===== config.mk =====
export PLATFORM = sky130hd
export DESIGN_NAME = conv_ctrl
export DESIGN_NICKNAME = d
export VERILOG_FILES = /design/src/rtl/conv_ctrl.sv
export SDC_FILE = /design/constraint.sdc
export NUM_CORES = 1
export LEC_CHECK = 0
export BUFFER_PORTS_ARGS = -buffer_cell sky130_fd_sc_hd__buf_2
export CORE_UTILIZATION = 50
export DETAILED_ROUTE_END_ITERATION = 8
export GPL_TIMING_DRIVEN = 0
export PLACE_DENSITY_LB_ADDON = 0.15
export SYNTH_ARGS = -nofsm -noshare
export SYNTH_HDL_FRONTEND = slang
export SYNTH_SLANG_ARGS = --single-unit

===== constraint.sdc =====
create_clock -name clk_en -period 3 [get_ports clk_en]
set_input_delay 0.3 -clock clk_en [delete_from_list [all_inputs] [get_ports clk_en]]
set_output_delay 0.3 -clock clk_en [all_outputs]
set_load 0.01 [all_outputs]

===== src/rtl/conv_ctrl.sv =====
// rtl/conv_ctrl.sv - conv_cal tap sequencer (optional pause input via CONV_CTRL_PAUSE_EN)
module conv_ctrl #(
  parameter int weight_width  = 2,
  parameter int weight_height = 2,
  parameter int img_width     = 4,
  parameter int img_height    = 4,
  parameter int padding       = 0,
  parameter int stride        = 1,
  parameter int acc_latency   = 1
) (
  input  logic        clk_en,
  input  logic        rst_n,
  input  logic        start,
`ifdef CONV_CTRL_PAUSE_EN
  input  logic        pause,
`endif
  output logic        busy,
  output logic        done,
  output logic [15:0] img_addr,
  output logic        img_pad,
  output logic [7:0]  wei_addr,
  output logic        conv_on,
  output logic        srh_fin,
  output logic        chge_rlt,
  output logic        chge_rlt_q,
  output logic [3:0]  rlt_l,
  output logic [3:0]  rlt_c
);

  localparam int result_width  = (img_width  - weight_width  + 2*padding)/stride + 1;
  localparam int result_height = (img_height - weight_height + 2*padding)/stride + 1;

  generate
    if (result_width > 16 || result_height > 16 || result_width < 1 || result_height < 1) begin : g_bad_size
      $error("conv_ctrl: result map must be 1..16 in each dimension");
    end
    if (acc_latency < 1 || acc_latency > 4) begin : g_bad_lat
      $error("conv_ctrl: acc_latency must be 1..4");
    end
  endgenerate

  localparam logic [3:0] RL_MAX = 4'(result_height - 1);
  localparam logic [3:0] RC_MAX = 4'(result_width - 1);
  localparam logic [7:0] KL_MAX = 8'(weight_height - 1);
  localparam logic [7:0] KC_MAX = 8'(weight_width - 1);
  localparam logic [2:0] FL_MAX = 3'(acc_latency);

  typedef enum logic [1:0] {IDLE, CALC, FLUSH, DONE} state_t;

  state_t      state, state_n;
  logic [3:0]  rl, rc;
  logic [7:0]  kl, kc;
  logic [2:0]  fl_cnt;
  logic        hold;
  logic        last_tap;
  logic signed [31:0] row_s, col_s;
  logic        in_img;
  logic [3:0]  l_pipe [acc_latency];
  logic [3:0]  c_pipe [acc_latency];
  logic        q_pipe [acc_latency];

`ifdef CONV_CTRL_PAUSE_EN
  assign hold = pause;
`else
  assign hold = 1'b0;
`endif

  assign last_tap = (rl == RL_MAX) && (rc == RC_MAX) && (kl == KL_MAX) && (kc == KC_MAX);

  // Image coordinate of the current tap, signed so the padding border goes negative
  always_comb begin
    row_s  = $signed(32'(rl)) * stride + $signed(32'(kl)) - padding;
    col_s  = $signed(32'(rc)) * stride + $signed(32'(kc)) - padding;
    in_img = (row_s >= 0) && (row_s < img_height) && (col_s >= 0) && (col_s < img_width);
  end

  // State register
  always_ff @(posedge clk_en or negedge rst_n) begin
    if (!rst_n) state <= IDLE;
    else        state <= state_n;
  end

  // Next state and per-state outputs; strobes follow the frozen counters during a pause
  always_comb begin
    state_n  = state;
    busy     = 1'b0;
    done     = 1'b0;
    img_addr = '0;
    img_pad  = 1'b0;
    wei_addr = '0;
    conv_on  = 1'b0;
    srh_fin  = 1'b0;
    chge_rlt = 1'b0;
    case (state)
      IDLE: begin
        if (start) state_n = CALC;
      end
      CALC: begin
        busy     = 1'b1;
        conv_on  = !hold;
        img_pad  = !in_img;
        img_addr = in_img ? 16'(row_s * img_width + col_s) : 16'd0;
        wei_addr = 8'(kl * 8'(weight_width) + kc);
        srh_fin  = (kl == 8'd0) && (kc == 8'd0) && (rl == 4'd0) && (rc == 4'd0);
        chge_rlt = (kl == 8'd0) && (kc == 8'd0) && !((rl == 4'd0) && (rc == 4'd0));
        if (!hold && last_tap) state_n = FLUSH;
      end
      FLUSH: begin
        busy    = 1'b1;
        conv_on = !hold;
        img_pad = 1'b1;
        if (!hold && fl_cnt == FL_MAX) state_n = DONE;
      end
      DONE: begin
        busy    = 1'b1;
        done    = 1'b1;
        state_n = IDLE;
      end
      default: state_n = IDLE;
    endcase
  end

  // Tap counters (kc innermost) and flush length counter
  always_ff @(posedge clk_en or negedge rst_n) begin
    if (!rst_n) begin
      rl <= '0; rc <= '0; kl <= '0; kc <= '0; fl_cnt <= '0;
    end else if (state == IDLE || state == DONE) begin
      rl <= '0; rc <= '0; kl <= '0; kc <= '0; fl_cnt <= '0;
    end else if (state == CALC && !hold) begin
      if (kc == KC_MAX) begin
        kc <= '0;
        if (kl == KL_MAX) begin
          kl <= '0;
          if (rc == RC_MAX) begin
            rc <= '0;
            rl <= (rl == RL_MAX) ? 4'd0 : rl + 4'd1;
          end else begin
            rc <= rc + 4'd1;
          end
        end else begin
          kl <= kl + 8'd1;
        end
      end else begin
        kc <= kc + 8'd1;
      end
    end else if (state == FLUSH && !hold) begin
      fl_cnt <= fl_cnt + 3'd1;
    end
  end

  // Result pointer and reload delay lines; during flush they keep feeding the last window
  always_ff @(posedge clk_en or negedge rst_n) begin
    if (!rst_n) begin
      for (int i = 0; i < acc_latency; i++) begin
        l_pipe[i] <= '0;
        c_pipe[i] <= '0;
        q_pipe[i] <= 1'b0;
      end
    end else if (conv_on) begin
      for (int i = acc_latency - 1; i > 0; i--) begin
        l_pipe[i] <= l_pipe[i-1];
        c_pipe[i] <= c_pipe[i-1];
        q_pipe[i] <= q_pipe[i-1];
      end
      l_pipe[0] <= (state == CALC) ? rl : RL_MAX;
      c_pipe[0] <= (state == CALC) ? rc : RC_MAX;
      q_pipe[0] <= srh_fin | chge_rlt;
    end
  end

  assign rlt_l      = l_pipe[acc_latency-1];
  assign rlt_c      = c_pipe[acc_latency-1];
  assign chge_rlt_q = q_pipe[acc_latency-1];

endmodule


# Word-level counts from Yosys, hierarchy flattened

Cells that the tools add are included.

Logic and storage cells: 102
Bits of input ports: 3
Register bits: 38
Output and inout port bits: 39

Bitwise logic cells: 1
Eq/ne operators: 12
$lt $le $gt $ge: 4
Muxes and demuxes: 36
$add $sub $neg: 9
Reduce and logical (&&, ||, !) cells: 31

Operators by type and width:

| operator            | count |
|---|---|
| $mux 8              | 8 |
| $mux 4              | 13 |
| $mux 12             | 2 |
| $add 4x8->9         | 2 |
| $ge 9x1->1 const B  | 2 |
| $lt 9x3->1 const B  | 2 |
| $add 8x1->8 const B | 2 |
| $eq 8x1->1 const B  | 2 |
| $logic_not 8->1     | 2 |
| $add 11x9->12       | 1 |
| $logic_and 1x1->1   | 11 |
| $reduce_bool 2->1   | 5 |
| $mux 3              | 3 |
| $add 4x1->4 const B | 2 |
| $add 8x8->8         | 1 |
| $eq 4x2->1 const B  | 2 |
| $logic_not 4->1     | 2 |
| $ne 2x2->1 const B  | 4 |
| $pmux 2 s4          | 1 |
| $mux 2              | 3 |
| $reduce_and 3->1    | 2 |
| $mux 1              | 5 |
| $eq 2x2->1 const B  | 2 |
| $reduce_and 2->1    | 2 |
| 11 further kinds    | 12 |

# Depth between registers and ports, before layout

Gate-level depths: netlist of run 1.

Word-level depth: 7
Gate-level depth with buffers: 10
Mapped depth without buffers: 10

# Worst setup path after synthesis of run 1

Ideal clock, no wire load.

Path type: flip-flop to output port
From: reg rl[0]
To: out img_addr[9]
Path buffers: 1
Path slack: -0.239 ns
Data required time: 2.700 ns
Cell stages (with the launch flop): 11
Arrival time: 2.939 ns
Cells stage by stage: dfrtp_1 -> ha_1 -> fa_1 -> a21o_1 -> a21oi_1 -> mux2i_1 -> nand4b_1 -> or3_1 -> or4_1 -> buf_6 -> nor3_1

Word-level cells in the longest chain between the ends: 7
Elaborated cells on any way between the ends: 9
Those cells by class: add/sub (2); order compare (2); mux (2); reduce/logical (3)

RTL lines:

| element                                         | RTL line | source |
|---|---|---|
| from (decl)                                     | 51       | `logic [3:0] rl, rc;` |
| from (signal assigned)                          | 136      | `rl <= (rl == RL_MAX) ? 4'd0 : rl + 4'd1;` |
| $add 4x8->9 (*)                                 | 72       | `row_s = $signed(32'(rl)) * stride + $signed(32'(kl)) - padding;` |
| $ge 9x1->1 / $lt 9x3->1 (equally long branches) | 74       | `in_img = (row_s >= 0) && (row_s < img_height) && (col_s >= 0) && (col_s < img_width);` |
| $logic_and 1x1->1 (3 in a row)                  | 74       |  |
| $mux 12 (*)                                     | 102      | `img_addr = in_img ? 16'(row_s * img_width + col_s) : 16'd0;` |
| $mux 12 (*)                                     | 94       | `case (state)` |
| to (decl)                                       | 19       | `output logic [15:0] img_addr,` |

Mark *: on every way between the ends. The rest lies on a longest branch, timed or not.

# Worst setup path after layout of run 1

Same ends and word-level chain as after synthesis.

==> results of run 1 <==
-- state kept, by name, indices dropped and copies added, names as in the netlist --
register and cells:
kc 8, kl 8, rc 4, rl 4, rlt_c 4, rlt_l 4, fl_cnt 3, state 2
chge_rlt_q 1
-- power by group through the flow --
stage	combinational [mW]	sequential [mW]	clock [mW]
detailed placement	1.63	0.790	0
finish	1.81	0.763	0.369
global placement	1.62	0.783	0
floorplan	1.16	0.755	0
global route	2.02	0.782	0.407
CTS	1.76	0.759	0.381
-- placed cells by master (no fill, tap or decap), types with 3 or more instances in the layout --
cell type and count:
nor2_2 5, or3_1 4, buf_6 3, o21ai_1 3, o31ai_1 6, a22o_1 7
inv_1 26, nand2_1 38, a21oi_2 4, and2_1 5, dfrtp_1 31, ha_1 34
a21oi_1 24, o21ai_0 25, xnor2_1 14, xor2_1 9, buf_4 12, nand2b_1 3
mux2_2 3, conb_1 6, dfrtp_2 7, nand3_1 15, nor3_1 14, clkbuf_8 7
nand4_1 6, a211oi_1 3, nor2_1 33, buf_2 36, a21o_1 9, and3_1 5
clkbuf_1 9
-- repair_timing --
item	CTS	global route
setup buffers	4	1
cloned	1	0
setup endpoints to repair	11	11
resized for setup	13	12
pin swaps	6	2
-- synth_stat cells, types with 3 or more instances --
| cell type | instances | area (sq um) |
|---|---|---|
| or4_1 | 3 | 22.5 |
| nor2_1 | 38 | 143 |
| a22o_1 | 7 | 61.3 |
| or3_1 | 5 | 31.3 |
| fa_1 | 4 | 80.1 |
| nand3_1 | 15 | 75.1 |
| buf_4 | 7 | 52.6 |
| clkbuf_1 | 9 | 33.8 |
| nand2b_1 | 3 | 18.8 |
| a21o_1 | 9 | 67.6 |
| xnor2_1 | 14 | 123 |
| dfrtp_1 | 38 | 951 |
| ha_1 | 35 | 438 |
| nand2_1 | 38 | 143 |
| nand4_1 | 6 | 37.5 |
| and2_1 | 5 | 31.3 |
| inv_1 | 26 | 97.6 |
| o21ai_0 | 26 | 130 |
| xor2_1 | 9 | 78.8 |
| and3_1 | 5 | 31.3 |
| a211oi_1 | 4 | 30.0 |
| a21oi_1 | 28 | 140 |
| o31ai_1 | 6 | 45.0 |
| nor3_1 | 15 | 75.1 |
| mux2_2 | 3 | 33.8 |
-- logic make-up after synthesis --
logic type / count (synthesis) / share of synthesized area [%]
AOI/OAI and AO/OA: 99 / 19.3
xor gates and xnor gates: 23 / 6.11
adders and majority gates: 39 / 15.7
buffers and inverters: 46 / 6.65
DFF: 38 / 28.9
muxes: 5 / 1.63
other: 1 / 0.114
and+or+nand+nor: 146 / 21.6
-- per-layer routing --
metal / vias to the layer above / wire [um] / global-route usage [%]
li1: 1495 / - / -
met1: 1389 / 3810 / 32.5
met2: 84 / 3620 / 40.0
met3: 12 / 375 / 3.58
met4: 0 / 128 / 7.52
met5: - / 0 / 0
-- worst max-delay path, stage by stage (launching register included) --
cell,delay (ns)
dfrtp_2,0.44
ha_4,0.17
fa_2,0.38
a21o_1,0.18
a21oi_2,0.16
mux2i_1,0.24
nand4b_1,0.11
or3_4,0.34
or4_4,0.44
buf_6,0.15
nor3_2,0.09
buf_2,0.15
-- worst min path at each step --
stage,start,to,depth (start not counted)
3_5_place_dp,rst_n,state[1],1
5_1_grt,rst_n,rlt_l[2],1
6_report,rst_n,kl[4],1
3_3_place_gp,rst_n,kl[4],1
2_1_floorplan,rst_n,chge_rlt_q,0
4_1_cts,rst_n,state[1],1
-- layout make-up --
| class | count | area, sq um | share of cell area [%] |
|---|---|---|---|
| Timing Repair Buffer | 41 | 230 | 6.01 |
| Inverter | 26 | 97.6 | 2.55 |
| Tap cell | 77 | 96.3 | 2.52 |
| Clock inverter | 2 | 12.5 | 0.327 |
| Clock buffer | 6 | 82.6 | 2.16 |
| Sequential cell | 38 | 960 | 25.1 |
| Buffer | 20 | 121 | 3.17 |
| Multi-Input combinational cell | 318 | 2230 | 58.2 |
==> reports/qor.yml, run 1 <==
layout.nets: 492
cts.sinks: 38
diodes: 0
grt_pass1_vias: 2900
synthFlopType: "dfrtp_1"
required_ns: 2.70
p_sw_mw: 1.45
slew_headroom_pct: 39.7
dpl-instance-area_sq_mm: 0.00361
clk_pin_slew_ns: 0.08
cp-endpoint: "img_addr[9]"
worst_skew_pair.late_latency_ns: 0.29
ir_drop_mv: 0.480
filler_cell_count: 574
htree_levels: 2
arrival_ns: 3.16
grt_max_degree: 39
via_per_inst: 5.64
area_growth_syn_to_layout_pct: 16.2
cp_max_fo: 5
place_ws_ns: -0.316
outcome: "finished with violations"
drt-total-wl_um: 7930
core_area_sq_mm: 0.00635
dp.cells: 514
cp-start-kind: "register"
cts_buffer_depth: 2
drtAntennaViolNets: 0
worst_slack_ns: -0.460
layout-drive-gt1-share_pct: 21.5
antenna_found_initial: 0
post-route-util_pct: 60.3
ctsHoldBuffers: 0
synth-async-reset-ratio_pct: 100
grt_usage_pct: 24.1
ff2ff_path_depth: 6
synth_seq_cells: 38
routed-via-count: 2980
crit_type: "reg2out"
drv_slew: 0
die-area_sq_mm: 0.00692
pwr-share-comb_pct: 61.6
min_period_over_period_pct: 115
std_cell_rows: 29
cp-end-kind: "output port"
fin_skew_ns: 0.00858
cts_root_buffer: "clkbuf_8"
synth_cells: 397
r2r-end: "rc[0]"
finalWeightedCongestion: 0.877
cts_buffers: 5
hold_class: "in2async"
synth_edf_count: 0
cts_tree: "yes"
yosysSeqAreaShare_pct: 28.9
power_density_mw_per_mm2: 769
first_pass_iters: 7
die_h_um: 83.2
fin_setup_tns_ns: -4.42
worst_hold_slack_ns: 0.128
failed_checks: "setup timing"
instances_no_fill: 528
power_mw: 2.95
dpl.hpwl_um: 5910
route.detailed.drc: 0
syn_area_per_cell_sq_um: 8.30
cell_internal_pwr_mw: 1.50
r2r_slack_ns: 0.26
start_util_pct: 51.9
ios: 42
grt-ovfl-total: 0
clockPowerShare_pct: 12.5
grt_pass1_wl_um: 13500
hold_viol: 0
cap_violations: 0
grt_setup_unrepaired: "true"
final-setup-viol-count: 11
wire_per_inst_um: 15.0
ys_types: 53
stdcell_area_sq_mm: 0.00383
fmax_ghz: 0.289
chipWidth_um: 83.2
worst_slew_pin_slew_ns: 0.904
reg2reg_from: "kc[4]"
p_leak_nw: 1.89
p_seq_share_pct: 25.9
io_buffers: 35
yosys_warnings: 0
cp-startpoint: "rl[0]"
syn_area_sq_mm: 0.00329
switching_share_pct: 49.2
first_iter_violations: 106
min_period_ns: 3.46
No activity file was read; power rests on OpenSTA's default activity.
==> run 2: changes to the inputs <==
--- a/config.mk
+++ b/config.mk
@@ -7,5 +7,6 @@
 export LEC_CHECK = 0
 export BUFFER_PORTS_ARGS = -buffer_cell sky130_fd_sc_hd__buf_2
-export CORE_UTILIZATION = 50
+export CORE_ASPECT_RATIO = 0.7
+export CORE_UTILIZATION = 30
 export DETAILED_ROUTE_END_ITERATION = 8
 export GPL_TIMING_DRIVEN = 0
==> constraint.sdc (replaced) <==
create_clock -name clk_en -period 3 [get_ports clk_en]
set_input_delay 0.6 -clock clk_en [delete_from_list [all_inputs] [get_ports clk_en]]
set_output_delay 0.6 -clock clk_en [all_outputs]
set_load 0.01 [all_outputs]
==> run 2 against run 1 <==
The flow still finishes with violations (setup timing). Clock power up 45%. First-iteration DRC count up 50%. Die area up 65%. Non-clock buffer count up 4. Cell count up 14%. Fmax down 8.4%. Sequential share of layout area down 1.8 points. Hold slack better by 0.31 ns. Final area up 7.6%. Count of clock-buffer cells in the layout up 1. Largest power group unchanged.
==> reports/qor.yml, run 2 (synthesis gave the netlist of run 1 again) <==
outcome: "finished with violations"
failed_checks: "setup timing"
worst_slew_pin_slew_ns: 0.895  # -0.00860 ns
layout-drive-gt1-share_pct: 24.0  # +2.4 points
p_leak_nw: 1.95  # +3.4%
hold_viol: 0  # unchanged
via_per_inst: 4.90  # -13%
ios: 42  # unchanged
final-setup-viol-count: 12  # +1
slew_headroom_pct: 40.3  # +0.57 points
fmax_ghz: 0.265  # -8.4%
first_pass_iters: 4  # -3
cp-end-kind: "output port"
finalWeightedCongestion: 0.802  # -8.6%
die_h_um: 89.7  # +7.8%
worst_slack_ns: -0.779  # -0.319 ns
drv_slew: 0  # unchanged
cts_buffers: 5  # unchanged
min_period_ns: 3.78  # +0.319 ns
cp_max_fo: 10  # +5
antenna_found_initial: 0  # unchanged
instances_no_fill: 603  # +14%
cts_root_buffer: "clkbuf_16"
cts_buffer_depth: 2  # unchanged
std_cell_rows: 31  # +6.9%
htree_levels: 2  # unchanged
route.detailed.drc: 0  # unchanged
reg_top3: "kc x8, kl x8"
power_density_mw_per_mm2: 784  # +1.9%
hold_class: "in2async"
stdcell_area_sq_mm: 0.00412  # +7.6%
cap_violations: 0  # unchanged
r2r_slack_ns: 0.27  # about the same
multiInputGateArea_sq_mm: 0.00231  # +3.8%
clk_pin_slew_ns: 0.06  # -0.02 ns
grt_usage_pct: 16.9  # -7.3 points
worst_hold_slack_ns: 0.438  # +0.310 ns
core_area_sq_mm: 0.0105  # +66%
reg2reg_from: "kc[4]"
chipWidth_um: 127  # +53%
die-area_sq_mm: 0.0114  # +65%
cp-start-kind: "register"
first_iter_violations: 159  # +50%
arrival_ns: 3.18  # +0.02 ns
drtAntennaViolNets: 0  # unchanged
final_cell_mix: "nand2_1 (38), buf_2 (33), dfrtp_1 (32), ha_1 (31), nor2_1 (29)"
area_growth_syn_to_layout_pct: 25.0
io_buffers: 35  # unchanged
grt_setup_unrepaired: "true"
fin_setup_tns_ns: -8.19  # -3.77 ns
required_ns: 2.40  # -0.30 ns
routed-via-count: 2957  # -0.77%
diodes: 0  # unchanged
grt_max_degree: 39  # unchanged
dpl.hpwl_um: 6760  # +14%
crit_type: "reg2out"
worst_skew_pair.late_latency_ns: 0.28  # about the same
drt-total-wl_um: 8940  # +13%
place_ws_ns: -0.602  # -0.286 ns
grt_pass1_vias: 2765  # -4.7%
layout.nets: 496  # +0.81%
r2r-end: "rc[0]"
grt_pass1_wl_um: 14800  # +9.5%
cts_tree: "yes"
filler_cell_count: 1079  # +88%
start_util_pct: 31.3  # -21 points
ir_drop_mv: 0.318  # -34%
dpl-instance-area_sq_mm: 0.00377  # +4.5%
grt-ovfl-total: 0  # unchanged
wire_per_inst_um: 14.8  # -1.3%
fin_skew_ns: 0.00228  # -0.00629 ns
ff2ff_path_depth: 6  # unchanged
regArea_sq_um: 958  # -0.13%
ctsHoldBuffers: 0  # unchanged
dp.cells: 585  # +14%
min_period_over_period_pct: 126  # +11 points
cts.sinks: 38  # unchanged
layout_commonest_cell: "nand2_1"
==> run 2: cell types whose count changed in the layout (fill, tap and decap cells not counted), sizes merged <==
cell	previous run	this run
buf	51	55
clkbuf	16	17
clkinvlp	1	0
==> run 2: where the power goes <==
group | switching [mW] | total (mW) | internal [mW]
logic | 1.21 | 1.92 | 0.715
registers | 0.145 | 0.773 | 0.628
clock network | 0.206 | 0.536 | 0.330
==> run 2: routing by layer <==
layer  share of wire (%)  wire [um]  global-route usage, %
met4                0.49         44                   2.92
met5                   0          0                      0
met1                  53       4750                   25.5
met2                  41       3690                   25.6
met3                 5.0        448                   2.61
==> run 2: worst max path at each step <==
stage,endpoint,slack (ns),from
finish,img_addr[9],-0.78,kl[0]
CTS,img_addr[9],-0.77,kl[0]
detailed placement,img_addr[9],-0.60,kc[0]
floorplan,img_addr[6],-0.26,rl[0]
global route,img_addr[9],-0.94,kc[0]
global placement,img_addr[7],-0.61,rc[1]
==> run 2: what timing repair did <==
action / CTS / global route
pin swaps: 3 / 9
gates resized for setup: 22 / 7
setup buffers: 5 / 5
hold endpoints to repair: 0 / 0
endpoints found under the setup margin: 12 / 13
gates cloned: 0 / 0
==> run 2: layout make-up <==
class | count | share of cell area (%)
plain buffers | 20 | 3.16
clock buffers | 7 | 3.46
clock inverters | 1 | 0.122
inverters | 26 | 2.37
multi-input cells | 318 | 56.2
flip-flops and latches | 38 | 23.3
well taps | 148 | 4.50
repair buffers | 45 | 6.96
==> run 2: worst max-delay path, cell delays in order (launching register included) <==
cell and delay [ns]:
dfrtp_2 0.44, ha_4 0.18, fa_2 0.35, a21o_1 0.22, a21oi_4 0.18, mux2i_1 0.21
nand4b_1 0.13, or3_1 0.34, or4_4 0.44, buf_12 0.17, nor3_4 0.10, buf_2 0.15
==> run 2: metrics by stage <==
| stage | total power, mW | utilization [%] |
|---|---|---|
| 2_1_floorplan | 1.98 | - |
| 3_3_place_gp | 2.54 | 35.9 |
| 3_5_place_dp | 2.56 | 35.9 |
| 4_1_cts | 3.21 | 38.5 |
| 5_1_grt | 3.56 | 39.2 |
| 6_report | 3.23 | 39.2 |
